<file path="config.mk">
export PLATFORM = sky130hd
export DESIGN_NAME = selection_input
export DESIGN_NICKNAME = d
export VERILOG_FILES = /design/src/rtl/selection_input.sv
export SDC_FILE = /design/constraint.sdc
export NUM_CORES = 1
export LEC_CHECK = 0
export ABC_CLOCK_PERIOD_IN_PS = 5990
export BUFFER_PORTS_ARGS = -buffer_cell sky130_fd_sc_hd__buf_2
export CORE_MARGIN = 8
export CORE_UTILIZATION = 60
export CTS_CLUSTER_SIZE = 14
export DETAILED_ROUTE_END_ITERATION = 6
export PLACE_DENSITY = 0.78
export SYNTH_ARGS = -nofsm -noshare
export SYNTH_HDL_FRONTEND = slang
export SYNTH_SLANG_ARGS = --single-unit
</file>
<file path="constraint.sdc">
create_clock -name clk -period 5.99 [get_ports clk]
set_input_delay 0.599 -clock clk [delete_from_list [all_inputs] [get_ports clk]]
set_output_delay 0.599 -clock clk [all_outputs]
set_load 0.1 [all_outputs]
</file>
<file path="src/rtl/selection_input.sv">
// selection_input: synchronizes and debounces the eight product buttons and issues
// exactly one one-hot selection pulse per clean key press to the vend state machine.
module selection_input #(
    parameter int DEBOUNCE_CYCLES = 16
) (
    input  logic       clk,
    input  logic       reset,
    input  logic [7:0] buttons,
    input  logic [1:0] state,
    output logic [2:0] product_id,
    output logic [7:0] decoder_out,
    output logic       key_error
);

    localparam logic [1:0] VEND_IDLE = 2'b00;
    localparam logic [7:0] CNT_LAST  = 8'(DEBOUNCE_CYCLES - 1);

    typedef enum logic [1:0] {
        WAIT_RELEASE,
        READY,
        ISSUE,
        LOCKED
    } sel_state_t;

    sel_state_t sel_state;
    sel_state_t sel_next;

    logic [7:0] btn_m;
    logic [7:0] btn_s;
    logic [7:0] stable;
    logic [7:0] cnt [8];
    logic [7:0] armed;
    logic [1:0] fill;

    logic       no_key;
    logic       one_key;
    logic       multi_key;
    logic [2:0] key_index;
    logic       do_issue;
    logic       do_error;

    always_ff @(posedge clk or negedge reset) begin
        if (!reset) begin
            btn_m <= '0;
            btn_s <= '0;
        end else begin
            btn_m <= buttons;
            btn_s <= btn_m;
        end
    end

    always_ff @(posedge clk or negedge reset) begin
        if (!reset) begin
            stable <= '0;
            for (int i = 0; i < 8; i++) begin
                cnt[i] <= '0;
            end
        end else begin
            for (int i = 0; i < 8; i++) begin
                if (btn_s[i] == stable[i]) begin
                    cnt[i] <= '0;
                end else if (cnt[i] == CNT_LAST) begin
                    stable[i] <= btn_s[i];
                    cnt[i]    <= '0;
                end else begin
                    cnt[i] <= cnt[i] + 8'd1;
                end
            end
        end
    end

    // A key is armed once it has been seen released after the sync pipe refilled,
    // so a key held through reset can never be issued.
    always_ff @(posedge clk or negedge reset) begin
        if (!reset) begin
            fill  <= '0;
            armed <= '0;
        end else if (fill != 2'd2) begin
            fill <= fill + 2'd1;
        end else begin
            armed <= armed | ~btn_s;
        end
    end

    always_comb begin
        key_index = '0;
        for (int i = 0; i < 8; i++) begin
            if (stable[i]) begin
                key_index = 3'(i);
            end
        end
    end

    assign no_key    = (stable == 8'd0);
    assign one_key   = !no_key && ((stable & (stable - 8'd1)) == 8'd0);
    assign multi_key = !no_key && !one_key;

    always_ff @(posedge clk or negedge reset) begin
        if (!reset) begin
            sel_state <= WAIT_RELEASE;
        end else begin
            sel_state <= sel_next;
        end
    end

    always_comb begin
        sel_next = sel_state;
        do_issue = 1'b0;
        do_error = 1'b0;
        case (sel_state)
            WAIT_RELEASE: begin
                if (no_key) begin
                    sel_next = READY;
                end
            end
            READY: begin
                if (multi_key) begin
                    do_error = 1'b1;
                    sel_next = WAIT_RELEASE;
                end else if (one_key) begin
                    if (state == VEND_IDLE && (stable & armed) != 8'd0) begin
                        do_issue = 1'b1;
                        sel_next = ISSUE;
                    end else begin
                        sel_next = WAIT_RELEASE;
                    end
                end
            end
            ISSUE: begin
                sel_next = LOCKED;
            end
            LOCKED: begin
                if (state == VEND_IDLE) begin
                    sel_next = WAIT_RELEASE;
                end
            end
            default: begin
                sel_next = WAIT_RELEASE;
            end
        endcase
    end

    always_ff @(posedge clk or negedge reset) begin
        if (!reset) begin
            product_id  <= '0;
            decoder_out <= '0;
            key_error   <= 1'b0;
        end else begin
            key_error   <= do_error;
            decoder_out <= do_issue ? stable : 8'd0;
            if (do_issue) begin
                product_id <= key_index;
            end
        end
    end

endmodule

</file>
Word-level counts from Yosys, hierarchy flattened
Index checks and enable logic that the tools add are counted.
{"block": "op_classes", "addsub": 10, "eq_ne": 23, "muxes": 36, "bitwise": 12, "reduce_logical": 19}
{"cell": "$mux 8", "count": 17}
{"cell": "$add 8x1->8 const B", "count": 8}
{"cell": "$eq 8x4->1 const B", "count": 8}
{"cell": "$mux 3", "count": 6}
{"cell": "$and 8x8->8", "count": 2}
{"cell": "$logic_not 8->1", "count": 2}
{"cell": "$reduce_and 2->1", "count": 8}
{"cell": "$mux 2", "count": 5}
{"cell": "$eq 1x1->1", "count": 8}
{"cell": "$not 1->1", "count": 8}
{"cell": "$not 8->8", "count": 1}
{"cell": "$or 8x8->8", "count": 1}
{"cell": "$pmux 2 s4", "count": 1}
{"cell": "$reduce_bool 8->1", "count": 1}
{"cell": "$sub 8x1->8 const B", "count": 1}
{"cell": "$mux 1", "count": 7}
{"cell": "$ne 2x2->1 const B", "count": 3}
{"cell": "$eq 2x2->1 const B", "count": 2}
{"cell": "$logic_not 2->1", "count": 2}
{"cell": "$logic_and 1x1->1", "count": 3}
{"cell": "$ne 3x3->1 const B", "count": 1}
{"cell": "$reduce_and 3->1", "count": 1}
{"cell": "$add 2x1->2 const B", "count": 1}
{"cell": "$eq 2x1->1 const B", "count": 1}
{"cell": "$logic_not 1->1", "count": 2}
{"block": "totals", "regBits": 112, "input_bits": 12, "out_inout_bits": 12}

Longest topological paths before layout
Gate-level depths: netlist of run 1.
{"block": "logic_depth", "ltp_word": 9, "depth_mapped": 7, "ltp_nobuf": 5}

Least setup slack after synthesis of run 1
Ideal clock, no wire load.
{"block": "synth_timing", "path_kind": "register to register", "startpoint": "reg stable[0]", "endpoint": "reg product_id[1]", "setup_time_ps": 126, "arrival_ps": 2260, "required_time_ps": 5864, "path_slack_ps": 3603, "path_stages_with_launch": 8, "synth_period_minus_slack_ps": 2387, "cell_sequence": "dfrtp_1 buf_6 or4_4 a2111oi_4 nor3_2 nor4_4 buf_6 mux2_4"}
{"block": "synth_via", "elab_chain_len": 8, "elab_cells_between_ends": 15}
{"item": "start: declaration", "line_no": "30", "rtl": "logic [7:0] stable;"}
{"item": "start signal: indexed assignment", "line_no": "63", "rtl": "stable[i] <= btn_s[i];"}
{"item": "$sub 8x1->8", "line_no": "95", "rtl": "assign one_key = !no_key && ((stable & (stable - 8'd1)) == 8'd0);"}
{"item": "$and 8x8->8", "line_no": "95"}
{"item": "$logic_not 8->1", "line_no": "95"}
{"item": "$logic_and 1x1->1", "line_no": "95"}
{"item": "$logic_not 1->1", "line_no": "96", "rtl": "assign multi_key = !no_key && !one_key;"}
{"item": "$logic_and 1x1->1", "line_no": "96"}
{"item": "$mux 1 (*)", "line_no": "117", "rtl": "if (multi_key) begin"}
{"item": "$mux 1 (*)", "line_no": "110", "rtl": "case (sel_state)"}
{"item": "end signal: assignment", "line_no": "152", "rtl": "product_id <= key_index;"}
{"item": "end: declaration", "line_no": "10", "rtl": "output logic [2:0] product_id,"}
Every way passes the cells marked *; elsewhere a longest branch is shown, timed or not.
A chain may end at the register's enable or synchronous reset.

Worst setup path after layout of run 1
{"block": "layout_timing", "startpoint": "reg stable[0]", "endpoint": "reg product_id[0]"}
The elaborated chain is that of the path after synthesis.

==> flow_summary_export.csv, run 1 <==
group,metric,value,unit
run_status,status,"complete, no violations",
setup_path,worstPathRequired,6.25,ns
layout,stdcell_count,548,
clock_tree,post_cts_buffers,0,
clock_tree,hold_buffers,0,
setup_path,path_cells,"or4_4 > a2111oi_4 > nor3_2 > nor4_4 > mux2_2",
clock_tree,cts_buffers,9,
yosys,yosys.area.top_type_share,59.6,%
yosys,yosysSeqAreaShare,59.6,%
power,ir_worst_vdd,0.186,mV
clock_tree,path_clk_slew,0.10,ns
yosys,synth_top_family_by_area,"simple AND/OR/NAND/NOR gates",
clock_tree,cts_sinks,112,
routing,wl_per_cell,13.6,um
routing,first_iter_violations,88,
layout,insertedDiodeCount,0,
yosys,synth_area,0.00470,sq mm
floorplan,dieArea,0.0109,sq mm
floorplan,core_area,0.00765,sq mm
timing,slew_violations,0,
grt,grt-ovfl-total,0,
yosys,synth_area_leader_cell,"dfrtp_1",
routing,final_antenna_net_count,0,
power,p_leak,2.43,nW
grt,grt_usage,14.6,%
routing,drc,0,
yosys,syn_avg_cell_area,11.3,sq um
layout,syn_to_final_growth,8.92,%
setup_path,cp.arrival,2.97,ns
floorplan,die-height,105,um
routing,viasPerCell,5.18,
timing,hold_viol_final,0,
routing,vias,2838,
yosys,synthAdderAreaFrac,2.61,%
timing,tightest_slew,0.849,ns
grt,antenna_found_initial,0,
floorplan,num_rows,32,
yosys,synthMuxAreaShare,0.799,%
yosys,ys_warn_count,0,
grt,grt_max_degree,72,
floorplan,die_w,105,um
grt,grt_pass1_vias,2842,
clock_tree,cts_resized,0,
timing,maxSlewHeadroom,43.4,%
floorplan,pin_count,24,
yosys,yosys-top-cells-area,"dfrtp_1, xor2_1, xnor2_1",
place,routabilityCongestion,0.771,
setup_path,start_kind,"flop",
clock_tree,root_buffer,"clkbuf_8",
yosys,synth-seq-cells,112,
clock_tree,cts_buffer_depth,2,
min_path,min_path_type,"input pin to async pin",
place,placed_cells,532,
routing,dr.pass1.iters,5,
routing,wl,7.47,mm
timing,max_freq,368,MHz
setup_path,path_class,"flop to flop",
timing,tns,0,ns
setup_path,critPathTopFamily,"simple AND/OR/NAND/NOR gates",
setup_path,crit_fanout,12,
yosys,ys.flop_type,"dfrtp_1",
clock_tree,cts_tree,"yes",
place,dp_hpwl,5.31,mm
yosys,synth_xor_area_share,12.1,%
setup_path,critPathSlowestCell,"or4_4",
clock_tree,cts_max_level,3,
yosys,synth_simple_gate_area_share,18.3,%
layout,layout-drive-gt1-share,12.1,%
yosys,async_reset_ff_share,100,%
place,numPortBuffers,23,
clock_tree,clk-insertion-delay-late,0.37,ns
floorplan,start_util,61.5,%
timing,fin_skew,0.00777,ns
setup_path,cp_slowest_stage_delay,0.62,ns
timing,period_share,45.3,%
timing,finalSetupViolations,0,
layout,fin_nets,462,
power,powerDensity,260,mW/mm^2
yosys,synth_edf_count,0,
timing,fin_crit,2.72,ns
timing,rsz0062_at_grt,"no",
grt,grt_pass1_wl,13.2,mm
flow_run,drv_cap,0,
yosys,syn_nets,437,
yosys,synth_cells,416,
setup_path,endpoint_kind,"flop",
yosys,synth_cell_types,34,
yosys,synth_compound_area_share,4.42,%
setup_path,crit_buf_inv,0,
-- cells by family after synthesis --
kind of cell	after synthesis
compound gates	28
xor+xnor	65
fa+ha+maj	10
buf+inv	20
flops	112
mux	3
simple gates	178
-- placed cells by master, fill, tap and decap left out, drive strengths merged, types with 3 or more instances in the layout --
| cell | synthesis | final |
|---|---|---|
| dfrtp | 112 | 112 |
| nand3 | 22 | 22 |
| and3 | 16 | 16 |
| o21ai | 11 | 11 |
| nor2 | 62 | 62 |
| clkbuf | 6 | 10 |
| xnor2 | 29 | 29 |
| ha | 9 | 9 |
| nor4 | 10 | 10 |
| or2 | 6 | 6 |
| buf | 4 | 24 |
| nand2 | 38 | 38 |
| a22oi | 4 | 4 |
| mux2 | 3 | 3 |
| xor2 | 36 | 36 |
| inv | 10 | 11 |
| a21o | 8 | 8 |
| and2 | 16 | 16 |
-- final timing paths --
check	from	to	slack (ns)	cells after the start
max	stable[0]	product_id[0]	3.27	5
min	reset	cnt[15]	0.19	1
max reg2reg	stable[0]	product_id[0]	3.27	5
min reg2reg	btn_m[0]	btn_s[0]	0.35	0
max in group asynchronous	reset	decoder_out[2]	4.57	2
min in group clk	buttons[1]	btn_m[1]	0.33	1
-- report_power, final --
| part | total [mW] | internal [mW] | switching [mW] |
|---|---|---|---|
| combinational | 0.0513 | 0.0192 | 0.0321 |
| clock | 0.491 | 0.248 | 0.243 |
| sequential | 0.790 | 0.774 | 0.0158 |
| total | 1.33 | 1.04 | 0.290 |
-- state kept, by name (all words and copies together), names as in the netlist, named ones only --
register / cells
product_id: 3
armed: 8
btn_s: 8
btn_m: 8
key_error: 1
sel_state: 1
fill: 2
stable: 8
cnt: 64
decoder_out: 8
-- layout make-up --
class,count,area (sq um)
Timing Repair Buffer,24,125
Multi-Input combinational cell,284,1800
Clock buffer,10,138
Sequential cell,112,2800
Tap cell,102,128
Inverter,10,37.5
Clock inverter,6,90.1
Fill cell,569,2530
-- cells in the mapped netlist, drive strengths merged, types with 2 or more instances --
cell	number
xnor2	29
nand2b	2
ha	9
mux2	3
a21o	8
nand3	22
a22oi	4
or2	6
dfrtp	112
a2111oi	2
and2	16
and3	16
inv	10
o21ai	11
nand2	38
nor2	62
buf	4
xor2	36
clkbuf	6
nor4	10
-- layer usage --
metal  vias up  routed length (um)  global-route usage (%)
li1       1412                   -                       -
met1      1393                3510                    18.6
met2        27                3630                    23.5
met3         6                 249                    4.46
met4         0                  82                    4.55
met5         -                   0                       0
-- through the flow --
step,worst slack (ns),utilization (%),hold slack (ns),total power [mW],area [sq um]
after floorplan,3.60,-,0.303,0.829,4700
after global placement,3.39,64.0,0.333,0.855,4890
after detailed placement,3.29,64.0,0.336,0.859,4890
after CTS,3.26,67.0,0.205,1.35,5120
after global routing,3.14,67.0,0.218,1.39,5120
final,3.27,67.0,0.191,1.33,5120
Power figures use the tool's default switching activity.
==> run 2: changes to the inputs <==
==> config.mk (replaced) <==
export PLATFORM = sky130hd
export DESIGN_NAME = selection_input
export DESIGN_NICKNAME = d
export VERILOG_FILES = /design/src/rtl/selection_input.sv
export SDC_FILE = /design/constraint.sdc
export NUM_CORES = 1
export LEC_CHECK = 0
export ABC_CLOCK_PERIOD_IN_PS = 2400
export BUFFER_PORTS_ARGS = -buffer_cell sky130_fd_sc_hd__buf_2
export CORE_MARGIN = 8
export CORE_UTILIZATION = 54
export CTS_CLUSTER_SIZE = 14
export DETAILED_ROUTE_END_ITERATION = 6
export PLACE_DENSITY = 0.74
export SYNTH_ARGS = -nofsm -noshare
export SYNTH_HDL_FRONTEND = slang
export SYNTH_SLANG_ARGS = --single-unit
==> constraint.sdc (replaced) <==
create_clock -name clk -period 2.4 [get_ports clk]
set_input_delay 0.24 -clock clk [delete_from_list [all_inputs] [get_ports clk]]
set_output_delay 0.24 -clock clk [all_outputs]
set_load 0.1 [all_outputs]
==> run 2 against run 1 <==
Flip-flop and latch count did not move; sequential share of layout area shrank 1.4 points; count of clock-buffer cells in the layout unchanged; total power grew 140%; maximum frequency increased by 20%; global-route usage shrank 0.13 points; hold slack better by 0.14 ns; critical path depth is 1 higher; setup slack got worse by 3.1 ns; cell area is 2.6% higher; sequential power up 150%; critical endpoint unchanged; largest cell class unchanged.
==> flow_summary_export.csv, run 2 (synthesis results as in run 1) <==
group,metric,value,unit
layout,final_core_util,61.1,%
timing,maxSlewHeadroom,67.3,%
layout,top_register,"cnt",
setup_path,endpoint_kind,"flop",
clock_tree,cts_sinks,112,
routing,vias,2928,
timing,period_share,94.2,%
routing,viasPerCell,5.15,
timing,tns,0,ns
timing,fin_skew,0.0113,ns
place,numPortBuffers,23,
run_status,status,"complete, no violations",
floorplan,core_area,0.00859,sq mm
layout,stdcell_count,569,
routing,dr.pass1.iters,4,
setup_path,r2r_start,"stable[3]",
setup_path,path_class,"flop to flop",
routing,wl_per_cell,13.9,um
timing,tightest_slew,0.493,ns
setup_path,start_kind,"flop",
floorplan,die-height,109,um
setup_path,crit_fanout,4,
grt,antenna_found_initial,0,
layout,layout-drive-gt1-share,12.8,%
layout,fin_nets,481,
floorplan,start_util,54.7,%
grt,grt_pass1_vias,3023,
flow_run,drv_cap,0,
setup_path,worstPathRequired,2.65,ns
layout,most-common-layout-cells,"dfrtp_1, nor2_1, nand2_1",
min_path,min_path_type,"input pin to flop",
setup_path,r2r_cells,6,
place,placed_cells,547,
floorplan,dieArea,0.0119,sq mm
power,ir_worst_vdd,0.312,mV
routing,drc,0,
setup_path,setup.worst_path.end,"product_id[0]",
clock_tree,path_clk_slew,0.09,ns
floorplan,die_w,109,um
clock_tree,cts_tree,"yes",
grt,grt_max_degree,54,
clock_tree,cts_buffers,9,
setup_path,cp.arrival,2.51,ns
timing,max_freq,442,MHz
grt,grt-ovfl-total,0,
clock_tree,root_buffer,"clkbuf_8",
routing,wl,7.90,mm
setup_path,reg2reg_setup_slack,0.14,ns
clock_tree,clk-insertion-delay-late,0.36,ns
timing,fin_crit,2.26,ns
layout,syn_to_final_growth,11.7,%
setup_path,reg2reg_to,"product_id[0]",
layout,final_common_cell,"dfrtp_1",
routing,final_antenna_net_count,0,
power,p_leak,2.50,nW
timing,hold_viol_final,0,
layout,largest_register_ffs,64,
grt,grt_pass1_wl,13.7,mm
place,routabilityCongestion,0.825,
clock_tree,cts_max_level,3,
timing,rsz0062_at_grt,"no",
layout,design_area,0.00525,sq mm
timing,slew_violations,0,
layout,insertedDiodeCount,0,
setup_path,startpoint,"stable[3]",
place,dpl_cell_area,0.00498,sq mm
routing,first_iter_violations,102,
clock_tree,cts_buffer_depth,2,
timing,finalSetupViolations,0,
floorplan,pin_count,24,
power,powerDensity,599,mW/mm^2
floorplan,num_rows,34,
place,dp_hpwl,5.55,mm
grt,grt_usage,14.5,%
-- run 2: metal layers --
layer | part of all wire, % | GRT usage [%]
met3 | 3.7 | 3.81
met4 | 1.3 | 4.63
met1 | 46 | 17.5
met2 | 49 | 24.9
met5 | 0 | 0
-- run 2: power breakdown --
part / leakage [nW] / internal (mW) / switching, mW
combinational: 0.966 / 0.0611 / 0.0835
sequential: 1.46 / 1.93 / 0.0394
clock: 0.0839 / 0.460 / 0.572
-- run 2: critical path: stages (launching register included) --
cell,delay (ns)
dfrtp_1,0.38
or4_4,0.59
a2111oi_4,0.38
nor3_2,0.10
nor4_4,0.18
buf_4,0.19
mux2_2,0.33
-- run 2: how the worst min path moves through the flow --
stage	cells past startpoint	start	slack [ns]	end
6_report	5	state[0]	0.33	sel_state[0]
5_1_grt	5	state[0]	0.34	sel_state[0]
4_1_cts	5	state[0]	0.31	sel_state[0]
3_5_place_dp	1	reset	0.22	cnt[4]
3_3_place_gp	1	reset	0.22	cnt[4]
2_1_floorplan	0	reset	-0.06	async pin
-- run 2: timing repair --
item / CTS / global route
setup buffers: 1 / 0
endpoints found under the hold margin: 40 / 0
pin swaps: 0 / 2
gates resized for setup: 0 / 1
hold buffers: 9 / 0
setup endpoints to repair: 1 / 3
-- run 2: through the flow --
stage | hold slack, ns | setup slack [ns] | total power, mW
5_1_grt | 0.339 | 0.0659 | 3.27
3_5_place_dp | 0.216 | 0.0205 | 2.15
2_1_floorplan | -0.0556 | 0.0134 | 2.07
6_report | 0.330 | 0.140 | 3.15
4_1_cts | 0.314 | 0.0110 | 3.19
3_3_place_gp | 0.217 | 0.0852 | 2.14
-- run 2: layout make-up --
cell class	instances	area, sq um
well taps	108	135
fillers	710	3340
flip-flops and latches	112	2800
multi-input cells	284	1810
clock buffers	10	128
repair buffers	43	303
inverters	10	37.5
clock inverters	2	35.0
==> run 3: changes to the inputs <==
--- a/config.mk
+++ b/config.mk
@@ -7,11 +7,13 @@
 export LEC_CHECK = 0
 export ABC_CLOCK_PERIOD_IN_PS = 2400
 export BUFFER_PORTS_ARGS = -buffer_cell sky130_fd_sc_hd__buf_2
+export CELL_PAD_IN_SITES_DETAIL_PLACEMENT = 1
+export CELL_PAD_IN_SITES_GLOBAL_PLACEMENT = 1
 export CORE_MARGIN = 8
-export CORE_UTILIZATION = 54
+export CORE_UTILIZATION = 44
 export CTS_CLUSTER_SIZE = 14
 export DETAILED_ROUTE_END_ITERATION = 6
-export PLACE_DENSITY = 0.74
+export PLACE_DENSITY_LB_ADDON = 0.1
 export SYNTH_ARGS = -nofsm -noshare
 export SYNTH_HDL_FRONTEND = slang
 export SYNTH_SLANG_ARGS = --single-unit
==> run 3 against run 2 <==
Sequential power is essentially flat; critical path depth shrank 1; register-to-register slack worse by 0.03 ns; cell area increased by 1.0%; wire length rose by 11%; largest cell class unchanged; hold slack better by 0.0065 ns; via count up 0.72%; cell count increased by 5.3%; maximum frequency fell by 1.4%; largest power group unchanged; die area increased by 19%; first-iteration DRC count is 4.9% lower.
==> flow_summary_export.csv, run 3 (synthesis results as in run 1) <==
group,metric,value,unit
layout,fin_nets,479,
layout,layout-drive-gt1-share,13.2,%
grt,grt_usage,13.5,%
min_path,min_path_type,"input pin to flop",
timing,fin_skew,0.00693,ns
power,pwr-share-seq,60.4,%
floorplan,start_util,45.3,%
power,powerDensity,616,mW/mm^2
setup_path,critPathTopFamily,"simple AND/OR/NAND/NOR gates",
setup_path,start_kind,"flop",
power,switching_power,732,uW
routing,vias,2949,
timing,maxSlewHeadroom,62.9,%
clock_tree,cts_max_level,3,
timing,hold_viol_final,0,
layout,syn_to_final_growth,12.9,%
grt,grt-ovfl-total,0,
setup_path,worstPathRequired,2.66,ns
floorplan,core_area,0.0104,sq mm
setup_path,startpoint,"stable[0]",
routing,wl_per_cell,14.6,um
layout,insertedDiodeCount,0,
setup_path,cp.arrival,2.55,ns
power,ir_worst_vdd,0.466,mV
power,internal_power,2.53,mW
setup_path,path_class,"flop to flop",
floorplan,die-height,119,um
power,pwr-share-clk,35.1,%
layout,most-common-layout-cells,"dfrtp_1, nor2_1, nand2_1",
power,comb_power_share,4.5,%
setup_path,r2r_start,"stable[0]",
layout,top_register,"cnt",
grt,grt_max_degree,70,
grt,grt_pass1_wl,15.7,mm
timing,period_share,95.5,%
timing,slew_violations,0,
layout,largest_register_ffs,64,
flow_run,drv_cap,0,
power,p_leak,2.50,nW
clock_tree,cts_resized,0,
timing,max_freq,436,MHz
timing,fin_crit,2.29,ns
clock_tree,clk-insertion-delay-late,0.37,ns
timing,tightest_slew,0.557,ns
place,place_ws,-0.0113,ns
power,totalPowerFinal,3.27,mW
floorplan,num_rows,37,
setup_path,reg2reg_to,"product_id[2]",
clock_tree,cts_tree,"yes",
setup_path,r2r_cells,5,
routing,viasPerCell,4.92,
floorplan,dieArea,0.0142,sq mm
run_status,status,"complete, no violations",
floorplan,die_w,119,um
setup_path,crit_cells,5,
routing,dr.pass1.iters,4,
setup_path,reg2reg_setup_slack,0.11,ns
power,netSwitchingFraction,22.4,%
clock_tree,cts_buffer_depth,2,
place,numPortBuffers,23,
clock_tree,root_buffer,"clkbuf_8",
clock_tree,path_clk_slew,0.10,ns
routing,first_iter_violations,97,
setup_path,critPathSlowestCell,"or4_4",
setup_path,cp_slowest_stage_delay,0.59,ns
timing,worst_slack,0.109,ns
setup_path,crit_buf_inv,0,
routing,final_antenna_net_count,0,
routing,wl,8.77,mm
grt,antenna_found_initial,0,
place,placed_cells,574,
grt,grt_pass1_vias,3190,
timing,rsz0062_at_grt,"no",
setup_path,path_cells,"or4_4 > a2111oi_4 > nor3_2 > nor4_4 > mux2_2",
floorplan,pin_count,24,
place,routabilityCongestion,0.743,
layout,final_common_cell,"dfrtp_1",
setup_path,setup.worst_path.end,"product_id[2]",
clock_tree,cts_sinks,112,
clock_tree,cts_buffers,9,
timing,tns,0,ns
clock_tree,post_cts_buffers,0,
setup_path,endpoint_kind,"flop",
routing,drc,0,
setup_path,crit_fanout,5,
timing,finalSetupViolations,0,
place,dp_hpwl,6.36,mm
layout,stdcell_count,599,
-- run 3: cell types whose count changed in the layout (fill, tap and decap cells not counted) --
cell | before | now
a2111oi_2 | 0 | 1
a2111oi_4 | 2 | 1
buf_4 | 11 | 9
clkbuf_8 | 9 | 11
clkinv_2 | 1 | 0
clkinvlp_4 | 0 | 3
-- run 3: how the worst min path moves through the flow --
stage / end / start / cells past startpoint
after floorplan: async pin / reset / 0
after global placement: cnt[5] / reset / 2
after detailed placement: cnt[7] / reset / 2
after CTS: flop / state[0] / 5
after global routing: flop / state[0] / 5
final: flop / state[0] / 5
-- run 3: through the flow --
step           hold slack [ns]  util, %  area, sq um
2_1_floorplan          -0.0556        -         4700
3_3_place_gp             0.287     48.3         5010
3_5_place_dp             0.282     48.3         5010
4_1_cts                  0.314     51.2         5310
5_1_grt                  0.332     51.2         5310
6_report                 0.337     51.2         5310
-- run 3: worst min-delay path, stage by stage --
cell and delay (ns):
buf_2 0.07, nor2_1 0.05, nand2_1 0.13, nand2_1 0.11
nand2b_1 0.07
-- run 3: final cells by class --
cell class                 count  area (sq um)
clock buffer                  12           155
clock inverter                 4          52.6
fill                        1158          5060
inverter                      10          37.5
multi-input combinational    284          1800
sequential                   112          2800
tap                          136           170
timing repair buffer          41           288
-- run 3: power groups by stage --
stage / registers, mW / logic (mW) / clock network (mW)
after floorplan: 2.00 / 0.0691 / 0
after global placement: 2.01 / 0.137 / 0
after detailed placement: 2.01 / 0.140 / 0
after CTS: 1.97 / 0.152 / 1.20
after global routing: 1.98 / 0.175 / 1.26
final: 1.97 / 0.146 / 1.15
-- run 3: what timing repair did --
action,in CTS,in global routing
hold buffers,9,0
pin swaps,1,1
endpoints found under the setup margin,2,2
endpoints found under the hold margin,120,0
-- run 3: layer usage --
metal	vias up	wire length [um]	part of all wire (%)	global-route usage, %
li1	1439	-	-	-
met5	-	0	0	0
met1	1473	4220	48	17.4
met4	0	119	1.4	3.98
met2	27	4190	48	21.9
met3	10	238	2.7	3.54
